## src/rtl/bnn_img_pkg.sv

```systemverilog
// Shared image geometry and streamer FSM encoding for the BNN image source.
package bnn_img_pkg;

  localparam int unsigned IMG_W     = 28;
  localparam int unsigned IMG_H     = 28;
  localparam int unsigned PIX_W     = 8;
  localparam int unsigned ADDR_W    = 10;
  localparam int unsigned FRAME_PIX = IMG_W * IMG_H;

  typedef enum logic [1:0] {
    ST_IDLE  = 2'd0,
    ST_FETCH = 2'd1,
    ST_DRAIN = 2'd2,
    ST_DONE  = 2'd3
  } strm_state_e;

endpackage

```

## src/rtl/pixel_skid_fifo.sv

```systemverilog
// Two-entry skid FIFO catching frame-buffer read data; head is registered.
module pixel_skid_fifo #(
  parameter int unsigned WIDTH = bnn_img_pkg::PIX_W
) (
  input  logic             clk,
  input  logic             rst_n,
  input  logic             push_i,
  input  logic [WIDTH-1:0] wdata_i,
  input  logic             pop_i,
  output logic [WIDTH-1:0] head_o,
  output logic [1:0]       count_o
);

  logic [WIDTH-1:0] head_q, head_d;
  logic [WIDTH-1:0] tail_q, tail_d;
  logic [1:0]       cnt_q, cnt_d;

  // Pop shifts tail into head; push lands in the first free slot after the pop.
  always_comb begin
    head_d = head_q;
    tail_d = tail_q;
    cnt_d  = cnt_q;
    if (pop_i && (cnt_q != 2'd0)) begin
      head_d = tail_q;
      cnt_d  = cnt_q - 2'd1;
    end
    if (push_i) begin
      if (cnt_d == 2'd0) begin
        head_d = wdata_i;
      end else begin
        tail_d = wdata_i;
      end
      cnt_d = cnt_d + 2'd1;
    end
  end

  // Storage and occupancy registers.
  always_ff @(posedge clk or negedge rst_n) begin
    if (!rst_n) begin
      head_q <= '0;
      tail_q <= '0;
      cnt_q  <= 2'd0;
    end else begin
      head_q <= head_d;
      tail_q <= tail_d;
      cnt_q  <= cnt_d;
    end
  end

  assign head_o  = head_q;
  assign count_o = cnt_q;

endmodule

```

## src/rtl/pixel_streamer.sv

```systemverilog
// Reads one frame from a 1-cycle-latency RAM in raster order and streams it
// out as valid/ready pixels with end-of-row / end-of-frame markers.
module pixel_streamer #(
  parameter int unsigned IMG_W  = bnn_img_pkg::IMG_W,
  parameter int unsigned IMG_H  = bnn_img_pkg::IMG_H,
  parameter int unsigned PIX_W  = bnn_img_pkg::PIX_W,
  parameter int unsigned ADDR_W = bnn_img_pkg::ADDR_W
) (
  input  logic              clk,
  input  logic              rst_n,
  input  logic              go,
  output logic              mem_rd_en,
  output logic [ADDR_W-1:0] mem_addr,
  input  logic [PIX_W-1:0]  mem_rdata,
  input  logic              out_ready,
  output logic              start,
  output logic [PIX_W-1:0]  din,
  output logic              state,
  output logic              eol,
  output logic              eof,
  output logic              done
);

  import bnn_img_pkg::*;

  localparam int unsigned FRAME = IMG_W * IMG_H;
  localparam int unsigned COL_W = (IMG_W > 1) ? $clog2(IMG_W) : 1;
  localparam int unsigned ROW_W = (IMG_H > 1) ? $clog2(IMG_H) : 1;

  localparam logic [ADDR_W-1:0] LAST_ADDR = ADDR_W'(FRAME - 1);
  localparam logic [COL_W-1:0]  LAST_COL  = COL_W'(IMG_W - 1);
  localparam logic [ROW_W-1:0]  LAST_ROW  = ROW_W'(IMG_H - 1);

  strm_state_e       fsm_q, fsm_d;
  logic [ADDR_W-1:0] addr_q, addr_d;
  logic              start_q, start_d;
  logic              done_q, done_d;
  logic              rd_pend_q;
  logic [COL_W-1:0]  col_q, col_d;
  logic [ROW_W-1:0]  row_q, row_d;

  logic              rd_en_c;
  logic [1:0]        fifo_cnt;
  logic [PIX_W-1:0]  fifo_head;
  logic              valid_c;
  logic              xfer_c;
  logic              eol_c;
  logic              eof_c;
  logic [2:0]        occ_after_c;
  logic              room_c;

  assign valid_c     = (fifo_cnt != 2'd0);
  assign xfer_c      = valid_c && out_ready;
  assign eol_c       = valid_c && (col_q == LAST_COL);
  assign eof_c       = eol_c && (row_q == LAST_ROW);
  // A read may issue if, after this cycle's pop, held + in-flight + it fit in 2.
  assign occ_after_c = 3'(fifo_cnt) + 3'(rd_pend_q) - 3'(xfer_c);
  assign room_c      = (occ_after_c < 3'd2);

  pixel_skid_fifo #(
    .WIDTH (PIX_W)
  ) u_fifo (
    .clk     (clk),
    .rst_n   (rst_n),
    .push_i  (rd_pend_q),
    .wdata_i (mem_rdata),
    .pop_i   (xfer_c),
    .head_o  (fifo_head),
    .count_o (fifo_cnt)
  );

  // Frame sequencing: address issue, frame start level and done pulse.
  always_comb begin
    fsm_d   = fsm_q;
    addr_d  = addr_q;
    start_d = start_q;
    done_d  = 1'b0;
    rd_en_c = 1'b0;
    case (fsm_q)
      ST_IDLE: begin
        if (go) begin
          fsm_d   = ST_FETCH;
          start_d = 1'b1;
          addr_d  = '0;
        end
      end
      ST_FETCH: begin
        if (room_c) begin
          rd_en_c = 1'b1;
          if (addr_q == LAST_ADDR) begin
            fsm_d = ST_DRAIN;
          end else begin
            addr_d = addr_q + ADDR_W'(1);
          end
        end
      end
      ST_DRAIN: begin
        if (xfer_c && eof_c) begin
          fsm_d  = ST_DONE;
          done_d = 1'b1;
        end
      end
      ST_DONE: begin
        fsm_d   = ST_IDLE;
        start_d = 1'b0;
      end
      default: fsm_d = ST_IDLE;
    endcase
  end

  // Raster position of the pixel at the FIFO head; advances on transfers only.
  always_comb begin
    col_d = col_q;
    row_d = row_q;
    if (xfer_c) begin
      if (col_q == LAST_COL) begin
        col_d = '0;
        row_d = (row_q == LAST_ROW) ? '0 : row_q + ROW_W'(1);
      end else begin
        col_d = col_q + COL_W'(1);
      end
    end
  end

  // State, counters and the read-in-flight flag.
  always_ff @(posedge clk or negedge rst_n) begin
    if (!rst_n) begin
      fsm_q     <= ST_IDLE;
      addr_q    <= '0;
      start_q   <= 1'b0;
      done_q    <= 1'b0;
      rd_pend_q <= 1'b0;
      col_q     <= '0;
      row_q     <= '0;
    end else begin
      fsm_q     <= fsm_d;
      addr_q    <= addr_d;
      start_q   <= start_d;
      done_q    <= done_d;
      rd_pend_q <= rd_en_c;
      col_q     <= col_d;
      row_q     <= row_d;
    end
  end

  assign mem_rd_en = rd_en_c;
  assign mem_addr  = addr_q;
  assign start     = start_q;
  assign done      = done_q;
  assign din       = fifo_head;
  assign state     = valid_c;
  assign eol       = eol_c;
  assign eof       = eof_c;

endmodule

```

## config.mk

```make
export PLATFORM = sky130hd
export DESIGN_NAME = pixel_streamer
export DESIGN_NICKNAME = d
export VERILOG_FILES = /design/src/rtl/bnn_img_pkg.sv /design/src/rtl/pixel_skid_fifo.sv /design/src/rtl/pixel_streamer.sv
export SDC_FILE = /design/constraint.sdc
export NUM_CORES = 1
export LEC_CHECK = 0
export ABC_AREA = 1
export CORE_MARGIN = 2
export CORE_UTILIZATION = 33
export DETAILED_ROUTE_END_ITERATION = 10
export PLACE_DENSITY_LB_ADDON = 0.08
export SLEW_MARGIN = 30
export SYNTH_ARGS = -nofsm -noshare
export SYNTH_HDL_FRONTEND = slang
export SYNTH_HIERARCHICAL = 1
export SYNTH_SLANG_ARGS = --single-unit
```

## constraint.sdc

```tcl
create_clock -name clk -period 3 [get_ports clk]
set_input_delay 0.45 -clock clk [delete_from_list [all_inputs] [get_ports clk]]
set_output_delay 0.45 -clock clk [all_outputs]
set_load 0.05 [all_outputs]
```

==> run_results.csv <==
group,metric,value,unit
outcome,status,"finished clean",
timing,fin_skew,0.00991,ns
clock_tree,numCtsBuffers,5,
yosys,syn_inst,338,
yosys,synth_area,2510,um^2
yosys,synth.mux.area_fraction,0.399,%
detailed_routing,via_per_inst,4.32,
worst_setup_path,cp.required,2.55,ns
worst_setup_path,critPathArrivalTime,2.39,ns
worst_setup_path,critPathLaunch,"out_ready",
detailed_routing,routed_wl,5200,um
global_routing,globalRouteMet1Util,18.2,%
clock_tree,cts_hold_buf,0,
yosys,synth_area_leaders,"dfrtp_1, nand2_1, inv_1",
run,maxCapViolCount,0,
timing,post-route-min-period,2.84,ns
worst_setup_path,worstReg2RegStart,"u_fifo/count_o[0]",
timing,hold_viol,0,
floorplan,start_util,34.4,%
detailed_routing,drt.antenna.violating_nets,0,
clock_tree,clockBufferDepth,2,
detailed_routing,drt_drc_violations_left,0,
worst_setup_path,path_max_fanout,3,
timing,rsz0062_at_grt,"false",
clock_tree,ctsHtreeMaxLevel,2,
floorplan,die_y,91.2,um
yosys,synth_xor_xnor_area_share,1.40,%
floorplan,die_x,91.2,um
floorplan,coreArea,7290,um^2
yosys,ys_warn_count,6,
global_routing,gr-max-usage-layer,"met2",
clock_tree,clock_sinks,43,
yosys,ys_ff_latch,43,
timing,setup_viol,0,
detailed_routing,firstDrtPassIters,4,
floorplan,die-area,8320,um^2
yosys,synth_area_leader_cell,"dfrtp_1",
layout,antenna_cells,0,
global_routing,grtUsageTotal,13.6,%
timing,maxSlewHeadroom,54.2,%
clock_tree,worstSkewPairLatency,0.30,ns
global_routing,grt_use_met2,21.5,%
yosys,yosysSeqAreaShare,42.9,%
global_routing,grt_pass1_wl,9140,um
layout,drive_above_1_share,10.2,%
detailed_routing,drt_iter0_markers,101,
timing,tightestPinTransition,0.687,ns
yosys,synthAdderAreaFrac,5.28,%
placed_design,io_buffers,35,
global_routing,met3_usage,3.49,%
clock_tree,clock-root-buffer,"clkbuf_8",
layout,final_util,42.4,%
detailed_routing,wl_per_cell,10.8,um
worst_setup_path,cpPeakStageDelay,0.45,ns
worst_setup_path,worst-path-buf-inv,3,
global_routing,grt_pass1_vias,1978,
worst_setup_path,crit_path_cell_trace,"clkdlybuf4s50_1 > or2_2 > a21boi_0 > fa_1 > inv_1 > nand3_1 > nor2_2 > buf_12",
detailed_routing,vias,2072,
worst_setup_path,path_class,"in2out",
worst_setup_path,startpoint_type,"primary input",
yosys,avgSynthCellArea,7.43,um^2
yosys,yosys.area_share.simple,32.5,%
timing,fin_crit_sh,94.7,%
global_routing,grt-ovfl-total,0,
yosys,synth_top_family_by_area,"simple AND/OR/NAND/NOR gates",
yosys,ys_types,28,
worst_setup_path,path_delay_family,"buffers and inverters",
layout,mostFrequentLayoutCell,"nand2_1",
power_and_ir_drop,p_per_area,959,nW/um^2
placed_design,gp_congestion,0.807,
yosys,synth-compound-area-share,6.93,%
floorplan,ioPinCount,36,
floorplan,row_count,31,
hold_path,min_path_type,"in2async",
worst_setup_path,slowest_stage,"clkdlybuf4s50_1",
placed_design,dpl.hpwl,3760,um
worst_setup_path,worstSetupEndpointType,"output pin",
power_and_ir_drop,p_leak,1.58,nW
layout,syn2layout_area_growth,23.1,%
yosys,netlist.area_leader.share,42.9,%
layout,finalNetCount,402,
yosys,synth_nets,360,
clock_tree,cts_tree,"yes",
timing,setup_tns,0,ns
power_and_ir_drop,ir_drop,0.000436,V
timing,fmax,0.352,GHz
clock_tree,clkTransAtPathRegs,0.08,ns
timing,slew_viol_final,0,
layout,layout_common_cells,"nand2_1, inv_1, dfrtp_1",
global_routing,grt_max_degree,44,
global_routing,grt_antenna_before_repair,0,
-- cell type report --
type / count / area (um^2)
clock buffer: 8 / 100
fill: 800 / 4200
inverter: 58 / 218
multi-input combinational: 231 / 1170
sequential: 43 / 1080
tap: 99 / 124
timing repair buffer: 41 / 403
-- flip-flops by register name, summed over array words and instances (netlist names) --
name,count
u_fifo/count_o,2
row_q,5
mem_addr,10
start,1
fsm_q,2
u_fifo/head_o,8
done,1
rd_pend_q,1
u_fifo/tail_q,8
col_q,5
-- power breakdown --
group | internal, mW | switching, mW | total (mW)
clock | 0.211 | 0.202 | 0.412
sequential | 0.792 | 0.156 | 0.948
combinational | 0.566 | 1.04 | 1.61
total | 1.57 | 1.40 | 2.97
-- cell usage after synthesis --
master,instances
or2_1,1
nand2_1,115
nand3_1,34
nor2_4,1
xnor2_1,1
nor2_1,26
nor3_1,1
inv_1,53
nand2_4,1
nor3b_1,1
nand4_1,3
mux2i_1,1
o21ai_0,8
buf_6,3
buf_2,3
o21ai_2,8
a21oi_4,1
nor2_2,1
dfrtp_1,43
inv_2,5
a21boi_0,1
a21oi_1,8
xor2_1,3
fa_1,1
nand2_2,4
ha_1,9
nor2_8,1
or2_2,1
-- logic make-up (layout without fill, tap and decap cells) --
family,Yosys count,in the layout
mux,1,1
flops,43,43
simple gates,190,190
buf+inv,64,107
xor+xnor,4,4
fa+ha+maj,10,10
compound gates,26,26
-- per-stage QoR --
step           hold WS [ns]  instance area [um^2]  instances  worst slack (ns)  power (mW)
2_1_floorplan         0.154                  2510        338            0.0711        2.15
3_3_place_gp          0.465                  2990        472            0.0699        2.57
3_5_place_dp          0.468                  2990        472            0.0829        2.59
4_1_cts               0.177                  3090        480            0.0728        3.01
5_1_grt               0.196                  3090        480            0.0590        3.24
6_report              0.151                  3090        480             0.159        2.97
-- layer usage --
layer,up-vias,share of wire (%)
li1,1117,-
met1,929,52
met2,24,44
met3,2,3.2
met4,0,0.67
met5,-,0
-- path summary, 6_finish.rpt --
path                                     to  slack, ns  cells after the start
max in group asynchronous  u_fifo/tail_q[5]       2.45                      1
hold reg to reg            u_fifo/tail_q[3]       0.49                      2
hold / removal                     row_q[1]       0.15                      1
setup reg to reg           u_fifo/tail_q[1]       0.62                     12
min in group clk           u_fifo/tail_q[3]       0.49                      2
setup / recovery                  mem_rd_en       0.16                      8
-- what timing repair did --
action	CTS	global route
gates resized for setup	0	1
buffers inserted	0	0
endpoints found under the setup margin	0	1
Power figures use the tool's default switching activity.
